<file path="src/rtl/scan7seg_pkg.sv">
// Shared types and constants for the multiplexed 4-digit seven-segment scanner.
package scan7seg_pkg;

  localparam int CNT_W = 26;

  typedef enum logic {
    IDLE,
    SCAN
  } state_t;

  typedef logic [3:0][7:0] seg_arr_t;

  localparam logic [3:0] DIG_OFF = 4'b1111;

  // Active-low one-hot enable for the addressed digit.
  function automatic logic [3:0] dig_sel(input logic [1:0] idx);
    return ~(4'b0001 << idx);
  endfunction

endpackage

</file>
<file path="src/rtl/scan7seg_timer.sv">
// Slot timing: counter within a digit slot, sub-slot index for brightness,
// digit index, and the end-of-slot / end-of-frame strobes.
module scan7seg_timer
  import scan7seg_pkg::*;
#(
  parameter logic [CNT_W-1:0] TICK_MAX = 26'd99999
) (
  input  logic             clk,
  input  logic             nrst,
  input  logic             run,
  output logic [CNT_W-1:0] cnt,
  output logic [2:0]       sub_idx,
  output logic [1:0]       dig_idx,
  output logic             frame_end
);

  localparam logic [CNT_W-1:0] SUB = (TICK_MAX + 26'd1) / 26'd8;

  logic [CNT_W-1:0] sub_cnt;
  logic             slot_end;

  assign slot_end  = run && (cnt == TICK_MAX);
  assign frame_end = slot_end && (dig_idx == 2'd3);

  // The sub-slot index is tracked with its own small counter so no divider
  // is needed when SUB is not a power of two.
  always_ff @(posedge clk) begin
    if (!nrst || !run) begin
      cnt     <= '0;
      sub_cnt <= '0;
      sub_idx <= '0;
      dig_idx <= '0;
    end else if (slot_end) begin
      cnt     <= '0;
      sub_cnt <= '0;
      sub_idx <= '0;
      dig_idx <= dig_idx + 2'd1;
    end else begin
      cnt <= cnt + 26'd1;
      if (sub_cnt == SUB - 26'd1) begin
        sub_cnt <= '0;
        sub_idx <= sub_idx + 3'd1;
      end else begin
        sub_cnt <= sub_cnt + 26'd1;
      end
    end
  end

endmodule

</file>
<file path="src/rtl/scan7seg_ctrl.sv">
// Scan controller: IDLE/SCAN FSM, frame-synchronous shadow buffer with
// load handshake, and registered segment/digit drivers.
module scan7seg_ctrl
  import scan7seg_pkg::*;
#(
  parameter logic [CNT_W-1:0] TICK_MAX  = 26'd99999,
  parameter logic [CNT_W-1:0] BLANK_CYC = 26'd250
) (
  input  logic       clk,
  input  logic       nrst,
  input  logic       enable,
  input  seg_arr_t   seg_in,
  input  logic       load_req,
  input  logic [2:0] bright,
  output logic       load_ack,
  output logic [7:0] seg,
  output logic [3:0] dig,
  output logic       frame_done
);

  state_t           state;
  seg_arr_t         shadow;
  logic [CNT_W-1:0] cnt;
  logic [2:0]       sub_idx;
  logic [1:0]       dig_idx;
  logic             frame_end;
  logic             run;
  logic             lit;
  logic             boundary;

  // Dropping enable stops the timer immediately, so counters clear and the
  // outputs go dark on the very next edge even though the FSM lags a cycle.
  assign run      = (state == SCAN) && enable;
  assign lit      = run && (cnt >= BLANK_CYC) && (sub_idx <= bright);
  assign boundary = (state == IDLE) || frame_end;

  assign load_ack   = nrst && load_req && boundary;
  assign frame_done = nrst && frame_end;

  scan7seg_timer #(
    .TICK_MAX(TICK_MAX)
  ) u_timer (
    .clk      (clk),
    .nrst     (nrst),
    .run      (run),
    .cnt      (cnt),
    .sub_idx  (sub_idx),
    .dig_idx  (dig_idx),
    .frame_end(frame_end)
  );

  always_ff @(posedge clk) begin
    if (!nrst) begin
      state  <= IDLE;
      shadow <= '0;
      seg    <= 8'h00;
      dig    <= DIG_OFF;
    end else begin
      case (state)
        IDLE:    if (enable) state <= SCAN;
        SCAN:    if (!enable) state <= IDLE;
        default: state <= IDLE;
      endcase
      if (load_ack) shadow <= seg_in;
      seg <= lit ? shadow[dig_idx] : 8'h00;
      dig <= lit ? dig_sel(dig_idx) : DIG_OFF;
    end
  end

endmodule

</file>
<file path="config.mk">
export PLATFORM = sky130hd
export DESIGN_NAME = scan7seg_ctrl
export DESIGN_NICKNAME = d
export VERILOG_FILES = /design/src/rtl/scan7seg_pkg.sv /design/src/rtl/scan7seg_timer.sv /design/src/rtl/scan7seg_ctrl.sv
export SDC_FILE = /design/constraint.sdc
export NUM_CORES = 1
export LEC_CHECK = 0
export CAP_MARGIN = 0
export CORE_UTILIZATION = 45
export DETAILED_ROUTE_END_ITERATION = 6
export GPL_TIMING_DRIVEN = 0
export HOLD_SLACK_MARGIN = 0.08
export PLACE_DENSITY_LB_ADDON = 0.05
export RECOVER_POWER = 50
export SLEW_MARGIN = 15
export SYNTH_ARGS = -nofsm -noshare
export SYNTH_HDL_FRONTEND = slang
export SYNTH_HIERARCHICAL = 1
export SYNTH_SLANG_ARGS = --single-unit
export TNS_END_PERCENT = 1
</file>
<file path="constraint.sdc">
create_clock -name clk -period 6.65 [get_ports clk]
set_clock_uncertainty 0.2 [all_clocks]
set_input_delay 0.665 -clock clk [delete_from_list [all_inputs] [get_ports clk]]
set_output_delay 0.665 -clock clk [all_outputs]
set_load 0.02 [all_outputs]
</file>
## Word level (Yosys, flattened, before mapping)

Cells that the tools add are included.

- $add $sub $neg: 4
- $lt $le $gt $ge: 3
- Equality and inequality tests: 3
- Shift operators: 1
- Muxes and demuxes: 3
- Bitwise operators: 2
- Reduce and logical (&&, ||, !) cells: 15

Operator list:

| operator | number |
|---|---|
| $add 26x1->26 const B | 2 |
| $eq 26x14->1 const B | 1 |
| $eq 26x17->1 const B | 1 |
| $ge 26x8->1 const B | 1 |
| $bmux 8 s2 | 1 |
| $logic_and 1x1->1 | 8 |
| $mux 8 | 1 |
| $not 4->4 | 1 |
| $shl 1x2->4 const A | 1 |
| $add 3x1->3 const B | 1 |
| $le 3x3->1 | 1 |
| $lt 2x3->1 const B | 1 |
| $reduce_or 3->1 | 1 |
| $add 2x1->2 const B | 1 |
| $eq 2x2->1 const B | 1 |
| $logic_not 1->1 | 2 |
| $logic_or 1x1->1 | 2 |
| $reduce_and 2->1 | 1 |
| $reduce_or 2->1 | 1 |
| $mux 1 | 1 |
| $not 1->1 | 1 |

- Flip-flop bits (word level): 102
- Bits of input ports: 39
- Output and inout bits: 14
- Logic and storage cells: 42

## Longest topological paths before layout

- Depth in word-level cells: 5
- Gate-level depth with buffers: 8
- Depth with buffers taken out: 7

## Cells and area by module

The synthesis kept the hierarchy.

Modules (own cells, without submodules):

| module | instances | cells an instance | area each (µm²) | sequential area each (µm²) |
|---|---|---|---|---|
| scan7seg_timer | 1 | 321 | 2,762.6 | 1,141.1 |
| scan7seg_ctrl | 1 | 204 | 1,920.6 | 900.9 |

## Least setup slack after synthesis

Ideal clock, no wire load.

- Kind: reg2out
- From: register u_timer.cnt[21]
- To: output load_ack
- Data arrival time: 2.383 ns
- Data required time: 5.785 ns
- Setup slack: 3.402 ns
- Stages on the path, launching flop included: 7
- Path buffers: 1
- Path through: dfxtp_1 > or4_1 > or4_1 > nor3_1 > o21a_1 > clkbuf_1 > and2_1

- Longest elaborated chain between the ends: 5

RTL lines:

| item | RTL line | RTL |
|---|---|---|
| start, declared | scan7seg_timer.sv:11 | `output logic [CNT_W-1:0] cnt,` |
| start signal, assigned | scan7seg_timer.sv:39 | `cnt <= cnt + 26'd1;` |
| $eq 26x17->1 | scan7seg_timer.sv:22 | `assign slot_end = run && (cnt == TICK_MAX);` |
| $logic_and 1x1->1 | scan7seg_timer.sv:22 |  |
| $logic_and 1x1->1 | scan7seg_timer.sv:23 | `assign frame_end = slot_end && (dig_idx == 2'd3);` |
| net frame_end | scan7seg_ctrl.sv:26 | `logic frame_end;` |
| $logic_or 1x1->1 | scan7seg_ctrl.sv:35 | `assign boundary = (state == IDLE) \|\| frame_end;` |
| $logic_and 1x1->1 | scan7seg_ctrl.sv:37 | `assign load_ack = nrst && load_req && boundary;` |
| end, declared | scan7seg_ctrl.sv:15 | `output logic load_ack,` |

The timed path passes the listed nets, and every way through them passes these cells.

## Final worst setup path

- From: input enable
- To: output load_ack

- Longest elaborated chain between the ends: 5

RTL lines:

| item | RTL line | RTL |
|---|---|---|
| start, declared | scan7seg_ctrl.sv:11 | `input logic enable,` |
| $logic_and 1x1->1 | scan7seg_ctrl.sv:33 | `assign run = (state == SCAN) && enable;` |
| net run | scan7seg_ctrl.sv:27 | `logic run;` |
| $logic_and 1x1->1 | scan7seg_timer.sv:22 |  |
| $logic_and 1x1->1 | scan7seg_timer.sv:23 |  |
| net frame_end | scan7seg_ctrl.sv:26 |  |
| $logic_or 1x1->1 | scan7seg_ctrl.sv:35 |  |
| $logic_and 1x1->1 | scan7seg_ctrl.sv:37 |  |

The timed path passes the listed nets, and every way through them passes these cells.

==> flow_summary.json <==
{
  "nNetsFinal": 634,
  "rsz0062_at_grt": "no",
  "internal_power_uw": 848,
  "grt_max_degree": 19,
  "drt-initial-drc-count": 205,
  "post-cts-setup-buffers": 0,
  "core_area_um2": 9910,
  "io-pin-count": 53,
  "fin_area_um2": 5550,
  "numCtsBuffers": 9,
  "slew_violations": 0,
  "cts_root_buf": "clkbuf_8",
  "syn_inst": 525,
  "core.rowCount": 36,
  "sw_frac_of_total_pct": 23.8,
  "ys_seq_area_share_pct": 43.6,
  "clock_latency_ns": 0.37,
  "synth.largest_area_cell": "dfxtp_1",
  "startpoint_type": "input port",
  "critPathKind": "input port to output port",
  "clkTransAtPathRegs_ns": 0.10,
  "seq_power_share_pct": 56.5,
  "p_comb_share_pct": 5.8,
  "post-route-drc-count": 0,
  "synth_enable_flop_cells": 0,
  "wl_per_cell_um": 15.2,
  "synth.distinct_cells": 42,
  "antenna_found_initial": 0,
  "routed_wl_mm": 11.1,
  "grt_pass1_wl_mm": 18.5,
  "syn_nets": 571,
  "tns_ns": 0,
  "power_frac_clock_pct": 37.7,
  "hp-class": "register to register",
  "die_w_um": 104,
  "tightest_slew_ns": 0.719,
  "vias": 4018,
  "p_leak_nw": 1.76,
  "grt.overflow.total": 0,
  "synth-seq-cells": 102,
  "max_cap_violations": 0,
  "gp_congestion": 0.819,
  "htreeDepth": 3,
  "layout_min_cycle_time_ns": 4.70,
  "postPlaceCellArea_um2": 5370,
  "cp_data_required_time_ns": 5.78,
  "syn_avg_cell_area_um2": 8.92,
  "final.period_utilization_pct": 70.6,
  "ant_nets": 0,
  "holdBufCountCts": 0,
  "port_buffers": 52,
  "crit_fanout": 10,
  "max_freq_ghz": 0.213,
  "ctsResizeCount": 0,
  "synth_area_leaders": "dfxtp_1 44%, nand2_1 6.7%, a21boi_0 5.1%, mux4_2 3.8%, or4_1 2.9%",
  "clock_path_buffers": 2,
  "grt_pass1_vias": 3673,
  "dpl.hpwl_mm": 7.90,
  "relSlewSlack_pct": 51.6,
  "clock-sinks": 102,
  "placed_cells": 710,
  "outcome": "completed",
  "layout_setup_ws_ns": 1.95,
  "final_common_cell": "dfxtp_1",
  "cp.arrival_ns": 3.83,
  "n_antenna_cell": 0,
  "die_y_um": 104,
  "track_usage_pct": 21.1,
  "drt-pass1-iter-count": 5,
  "dp_slack_ns": 2.06,
  "synthToLayoutAreaGrowth_pct": 18.6,
  "end_kind": "output port",
  "netSwitchingPower_uw": 264,
  "syn-cell-area_um2": 4680,
  "hold_violations": 0,
  "start_util_pct": 47.3,
  "dieArea_um2": 10800,
  "p_per_area_nw_per_um2": 200,
  "synthArstFlopShare_pct": 0,
  "mostFrequentLayoutCells": "102 x dfxtp_1, 84 x nand2_1, 37 x clkdlybuf4s50_1, 32 x a21boi_0, 24 x nor2_1",
  "vias_per_cell": 5.53,
  "yosys_warnings": 6,
  "drive_above_1_share_pct": 6.91,
  "final_cells": 726,
  "finalSetupViolCount": 0,
  "peakVddDrop_mv": 0.128,
  "synth_top_area_share_pct": 43.6,
  "ys.flop_type": "dfxtp_1",
  "tritoncts": "built"
}
## cells by family after synthesis
| group | share of synthesized area (%) |
|---|---|
| and+or+nand+nor | 27.9 |
| DFF | 43.6 |
| AOI/OAI and AO/OA | 14.1 |
| buffers and inverters | 4.01 |
| xor gates and xnor gates | 4.68 |
| muxes | 3.85 |
| adders and majority gates | 1.87 |
## Yosys cell counts, types with 2 or more instances
cell type,instances
dfxtp_1,102
nand2_1,84
a21boi_0,32
nor2_1,24
nand3_1,22
nand4_1,18
or4_1,18
a21oi_1,16
inv_1,15
nor3_1,14
nor4_1,14
o21ai_0,14
o31ai_1,14
or3_1,13
xor2_1,13
buf_2,12
clkbuf_1,12
xnor2_1,12
a211oi_1,10
nor3b_1,9
and3_1,8
mux4_2,8
ha_1,7
and2_1,6
and4_1,5
a211oi_2,3
a21bo_2,2
buf_4,2
nand3b_1,2
or4b_1,2
## flip-flops by register name (all words and copies together) (netlist names)
name,cells
u_timer/cnt,26
u_timer/sub_idx,3
shadow,32
u_timer/sub_cnt,26
u_timer/dig_idx,2
seg,8
dig,4
state,1
## metrics by stage
step | hold slack, ns | power [mW] | util (%)
2_1_floorplan | 0.240 | 0.672 | -
3_3_place_gp | 0.250 | 0.707 | 54.2
3_5_place_dp | 0.257 | 0.708 | 54.2
4_1_cts | 0.272 | 1.13 | 56.3
5_1_grt | 0.293 | 1.16 | 56.0
6_report | 0.269 | 1.11 | 56.0
## worst max-delay path, cell delays in order
cell	delay, ns
dlygate4sd3_1	0.58
and2_0	0.21
nor4bb_1	0.36
nand3_1	0.21
nor3_1	0.34
o21a_1	0.29
clkbuf_1	0.38
and2_1	0.19
clkdlybuf4s50_1	0.60
## final cells by class
class / count / area (µm²)
timing repair buffer: 52 / 520
clock buffer: 10 / 138
buffer: 27 / 115
multi-input combinational: 381 / 2440
fill: 919 / 4360
clock inverter: 6 / 75.1
inverter: 15 / 56.3
sequential: 102 / 2040
tap: 133 / 166
## power groups by stage
stage,registers [mW],logic [mW],clock network [mW]
global route,0.630,0.0713,0.459
floorplan,0.640,0.0317,0
CTS,0.628,0.0666,0.433
finish,0.628,0.0644,0.419
global placement,0.642,0.0652,0
detailed placement,0.642,0.0660,0
## path summary, 6_finish.rpt
check / from / to / slack, ns / cells after the start
max reg2reg: u_timer/cnt[21] / shadow[25] / 3.53 / 7
max: enable / load_ack / 1.95 / 9
min: shadow[16] / shadow[16] / 0.27 / 2
min reg2reg: shadow[16] / shadow[16] / 0.27 / 2
## routing by layer
metal	up-vias	share of wire (%)	GRT usage, %
met5	-	0	0
met4	0	0.91	4.49
met3	12	4.6	4.76
met2	105	46	34.5
met1	1874	48	28.5
li1	2027	-	-
(Power assumes the default switching activity.)
